`config.mk`:
```
export PLATFORM = sky130hd
export DESIGN_NAME = neuron_out_streamer_flat
export DESIGN_NICKNAME = d
export VERILOG_FILES = /design/src/rtl/neuron_out_streamer_if.sv /design/src/rtl/neuron_out_streamer.sv /design/src/flat_wrapper.sv
export SDC_FILE = /design/constraint.sdc
export NUM_CORES = 1
export LEC_CHECK = 0
export BUFFER_PORTS_ARGS = -buffer_cell sky130_fd_sc_hd__buf_4
export CORE_MARGIN = 5
export CORE_UTILIZATION = 49
export CTS_CLUSTER_DIAMETER = 200
export CTS_CLUSTER_SIZE = 25
export DETAILED_ROUTE_END_ITERATION = 10
export PLACE_DENSITY = 0.77
export SKIP_CTS_REPAIR_TIMING = 1
export SLEW_MARGIN = 0
export SYNTH_ARGS = -nofsm -noshare
export SYNTH_HDL_FRONTEND = slang
export SYNTH_SLANG_ARGS = --single-unit
```
`constraint.sdc`:
```
create_clock -name clo -period 1.8 [get_ports clo]
set_input_delay 0.09 -clock clo [delete_from_list [all_inputs] [get_ports clo]]
set_output_delay 0.09 -clock clo [all_outputs]
set_load 0.02 [all_outputs]
```
`src/rtl/neuron_out_streamer_if.sv`:
```
// Handshake bundle between the neuron capture bank, the streamer and the downstream consumer.
// The streamer is the master: it owns the stream outputs and status flags.
interface neuron_out_streamer_if #(
  parameter int N  = 4,
  parameter int W  = 4,
  parameter int IW = 2
);
  logic            load;
  logic [N*W-1:0]  data_in;
  logic [W-1:0]    out_data;
  logic            out_valid;
  logic            out_ready;
  logic [IW-1:0]   out_idx;
  logic            out_last;
  logic            busy;
  logic            done;

  modport master (
    input  load, data_in, out_ready,
    output out_data, out_valid, out_idx, out_last, busy, done
  );

  modport slave (
    output load, data_in, out_ready,
    input  out_data, out_valid, out_idx, out_last, busy, done
  );
endinterface

```
`src/rtl/neuron_out_streamer.sv`:
```
// Snapshots a bank of N neuron outputs on load and drains it word by word, index 0..N-1,
// over a valid/ready stream; all outputs decode from registered state only.
module neuron_out_streamer #(
  parameter int N  = 4,
  parameter int W  = 4,
  parameter int IW = 2
) (
  input  logic                   clo,
  input  logic                   res,
  neuron_out_streamer_if.master  bus
);

  typedef enum logic {IDLE, SEND} state_t;

  localparam logic [IW-1:0] LastIdx = IW'(N - 1);

  state_t          state_q, state_d;
  logic [IW-1:0]   idx_q, idx_d;
  logic [N*W-1:0]  snap_q, snap_d;
  logic            done_q, done_d;

  always_ff @(posedge clo or posedge res) begin
    if (res) begin
      state_q <= IDLE;
      idx_q   <= '0;
      snap_q  <= '0;
      done_q  <= 1'b0;
    end else begin
      state_q <= state_d;
      idx_q   <= idx_d;
      snap_q  <= snap_d;
      done_q  <= done_d;
    end
  end

  // idx returns to 0 after the final word so IDLE outputs need no extra clearing of idx.
  always_comb begin
    state_d = state_q;
    idx_d   = idx_q;
    snap_d  = snap_q;
    done_d  = 1'b0;
    unique case (state_q)
      IDLE: begin
        if (bus.load) begin
          snap_d  = bus.data_in;
          idx_d   = '0;
          state_d = SEND;
        end
      end
      SEND: begin
        if (bus.out_ready) begin
          if (idx_q == LastIdx) begin
            idx_d   = '0;
            state_d = IDLE;
            done_d  = 1'b1;
          end else begin
            idx_d = idx_q + 1'b1;
          end
        end
      end
      default: state_d = IDLE;
    endcase
  end

  logic sending;
  assign sending = (state_q == SEND);

  assign bus.out_valid = sending;
  assign bus.busy      = sending;
  assign bus.done      = done_q;
  assign bus.out_idx   = sending ? idx_q : '0;
  assign bus.out_last  = sending && (idx_q == LastIdx);
  assign bus.out_data  = sending ? snap_q[idx_q*W +: W] : '0;

endmodule

```
`src/flat_wrapper.sv`:
```
// flat-port wrapper written by rule: the top's interface ports become plain ports
module neuron_out_streamer_flat 
#(
  parameter int N  = 4,
  parameter int W  = 4,
  parameter int IW = 2
)
  (clo, res, bus_load, bus_data_in, bus_out_ready, bus_out_data, bus_out_valid, bus_out_idx, bus_out_last, bus_busy, bus_done);
  neuron_out_streamer_if #(.N(N), .W(W), .IW(IW)) bus_i ();
  input  logic clo;
  input  logic res;
  input wire logic [$bits(bus_i.load)-1:0] bus_load;
  input wire logic [$bits(bus_i.data_in)-1:0] bus_data_in;
  input wire logic [$bits(bus_i.out_ready)-1:0] bus_out_ready;
  output wire logic [$bits(bus_i.out_data)-1:0] bus_out_data;
  output wire logic [$bits(bus_i.out_valid)-1:0] bus_out_valid;
  output wire logic [$bits(bus_i.out_idx)-1:0] bus_out_idx;
  output wire logic [$bits(bus_i.out_last)-1:0] bus_out_last;
  output wire logic [$bits(bus_i.busy)-1:0] bus_busy;
  output wire logic [$bits(bus_i.done)-1:0] bus_done;
  assign bus_i.load = bus_load;
  assign bus_i.data_in = bus_data_in;
  assign bus_i.out_ready = bus_out_ready;
  assign bus_out_data = bus_i.out_data;
  assign bus_out_valid = bus_i.out_valid;
  assign bus_out_idx = bus_i.out_idx;
  assign bus_out_last = bus_i.out_last;
  assign bus_busy = bus_i.busy;
  assign bus_done = bus_i.done;
  neuron_out_streamer #(.N(N), .W(W), .IW(IW)) u_core (.clo(clo), .res(res), .bus(bus_i));
endmodule
```
==> qor.yml <==
setup_path:
  max_stage_delay_ps: 710
  path_cells: "mux2i_1 > o22ai_1 > buf_4"
  r2r_slack_ps: 400
  cp_data_arrival_time_ps: 1570
  required_ps: 1710
  cp_slowest_cell: "dfrtp_1"
  crit_type: "flip-flop to primary output"
  critPathMaxFanout: 12
  worstSetupStartpointType: "flip-flop"
  endpoint_kind: "primary output"
global_route:
  grt_pass1_wl_um: 2760
  grt_max_degree: 21
  grtUsageTotal: 0.135
  grt_pass1_vias: 624
  overflow: 0
  antenna_found_initial: 0
layout:
  syn2layout_area_growth_pct: 39.2
  layout.nets: 132
  fillers: 146
  drive_gt1_frac: 0.491
  fin_util: 0.707
  diodes: 0
sta:
  fin_crit_ps: 1660
  period_share: 0.919
  worstMarginPinSlew_ps: 723
  relSlewSlack: 0.518
  rsz0062_at_grt: "no"
  hold_viol: 0
  max_clock_freq_ghz: 0.604
  tns_ps: 0
  drv_slew: 0
  fin_skew_ps: 1.60
  setup_violations: 0
power_and_ir_drop:
  ir_worst_vdd_uv: 1000
  leakage_nw: 0.670
  power_mw: 2.30
  p_per_area_nw_per_um2: 1680
clocking:
  clk_pin_slew_ps: 110
  cts-buffers-inserted: 3
  cts.sinks: 20
  root_buffer: "clkbuf_4"
  cts_tree: "built"
  worstSkewPairLatency_ps: 310
  cts_htree_levels: 1
  cts_buffer_depth: 2
placed_design:
  portBuffers: 29
  dp_hpwl_um: 1330
  gp_congestion: 0.657
job:
  cap_viol_max_count: 0
drt:
  detail_route.vias_per_cell: 4.81
  wl_um: 1860
  ant_nets: 0
  drtIter0Drc: 3
  routedWlPerCell_um: 13.6
  firstDrtPassIters: 4
  drc: 0
  vias: 659
synth:
  synth-seq-cells: 20
  synth_area_um2: 987
  syn_nets: 89
  ys_seq_area_frac: 0.507
  synth_cell_type_count: 18
  yosysWarnings: 0
  synthCells: 68
  avgSynthCellArea_um2: 14.5
run_status:
  status: "completed"
die:
  core_um2: 1940
  core.rowCount: 16
  die_h_um: 54.9
  initial_core_util: 0.508
  ios: 30
  dieArea_um2: 3010
  die_width_um: 54.9
min_path:
  hp-class: "input port to flip-flop"
worst paths after layout:
path,start,endpoint,cells past startpoint
hold reg to reg,u_core.snap_q[14],u_core.snap_q[14],1
setup reg to reg,u_core.bus.busy,u_core.snap_q[13],3
max in group asynchronous,res,u_core.snap_q[7],3
setup / recovery,u_core.idx_q[0],bus_out_data[1],3
min in group asynchronous,res,u_core.idx_q[1],3
hold / removal,bus_data_in[6],u_core.snap_q[6],2
Yosys cell counts:
library cell / count / area [um2]
nand2_1: 1 / 3.75
inv_1: 2 / 7.51
dfrtp_1: 20 / 500
mux2i_1: 9 / 90.1
ha_1: 1 / 12.5
buf_6: 2 / 22.5
buf_4: 1 / 7.51
nor2_1: 3 / 11.3
and3_2: 1 / 7.51
o22ai_1: 4 / 25.0
or2b_1: 1 / 7.51
mux2_2: 6 / 67.6
a32o_1: 2 / 20.0
and2_2: 2 / 15.0
mux2_4: 10 / 150
buf_2: 1 / 5.00
buf_12: 1 / 20.0
nor2b_4: 1 / 13.8
registers in the layout (all words and copies together), names as in the netlist:
name             cells
u_core.bus.busy      1
u_core.bus.done      1
u_core.idx_q         2
u_core.snap_q       16
layout by cell type, fill, tap and decap left out, drive strengths merged:
cell         synthesis  layout
bufinv               0       1
dlygate4sd3          0      13
dfrtp               20      20
nor2                 3       3
mux2i                9       9
nor2b                1       1
and3                 1       1
or2b                 1       1
inv                  2       2
nand2                1       1
o22ai                4       4
mux2                16      16
ha                   1       1
buf                  5      30
clkbuf               0       3
and2                 2       2
a32o                 2       2
area by class of cell:
cell class / count / area (um2) / share of cell area
flip-flops and latches: 20 / 500 / 0.364
clock buffers: 3 / 22.5 / 0.0164
inverters: 2 / 7.51 / 0.00546
clock inverters: 1 / 30.0 / 0.0219
multi-input cells: 41 / 424 / 0.309
well taps: 27 / 33.8 / 0.0246
repair buffers: 43 / 355 / 0.259
logic make-up after synthesis:
logic type,synth area share
mux,0.312
flops,0.507
simple gates,0.0596
buf+inv,0.0634
compound gates,0.0456
fa+ha+maj,0.0127
routing by layer:
layer  track usage  share of wire  vias to the layer above
li1              -              -                      323
met1         0.165           0.42                      318
met2         0.213           0.52                       16
met3        0.0599          0.051                        2
met4        0.0373         0.0070                        0
met5             0              0                        -
through the flow:
step	cell area [um2]	setup slack (ps)	hold slack [ps]	cells
after floorplan	987	407	53.8	68
after global placement	1190	427	254	120
after detailed placement	1190	398	259	120
after CTS	1240	129	-89.5	124
after global routing	1370	27.3	1.14	137
final	1370	145	10.4	137
worst max-delay path, delay by kind of cell (launching register included):
kind,cells,cell delay [ps]
AOI/OAI and AO/OA,1,110
DFF,1,710
muxes,1,280
buffers and inverters,1,170
power by group:
part / total, mW / switching (mW) / leakage (nW) / internal, mW
logic: 1.08 / 0.453 / 0.402 / 0.630
clock network: 0.369 / 0.144 / 0.0279 / 0.225
registers: 0.853 / 0.191 / 0.240 / 0.662
Note: power is estimated with default switching activity, not from simulation.
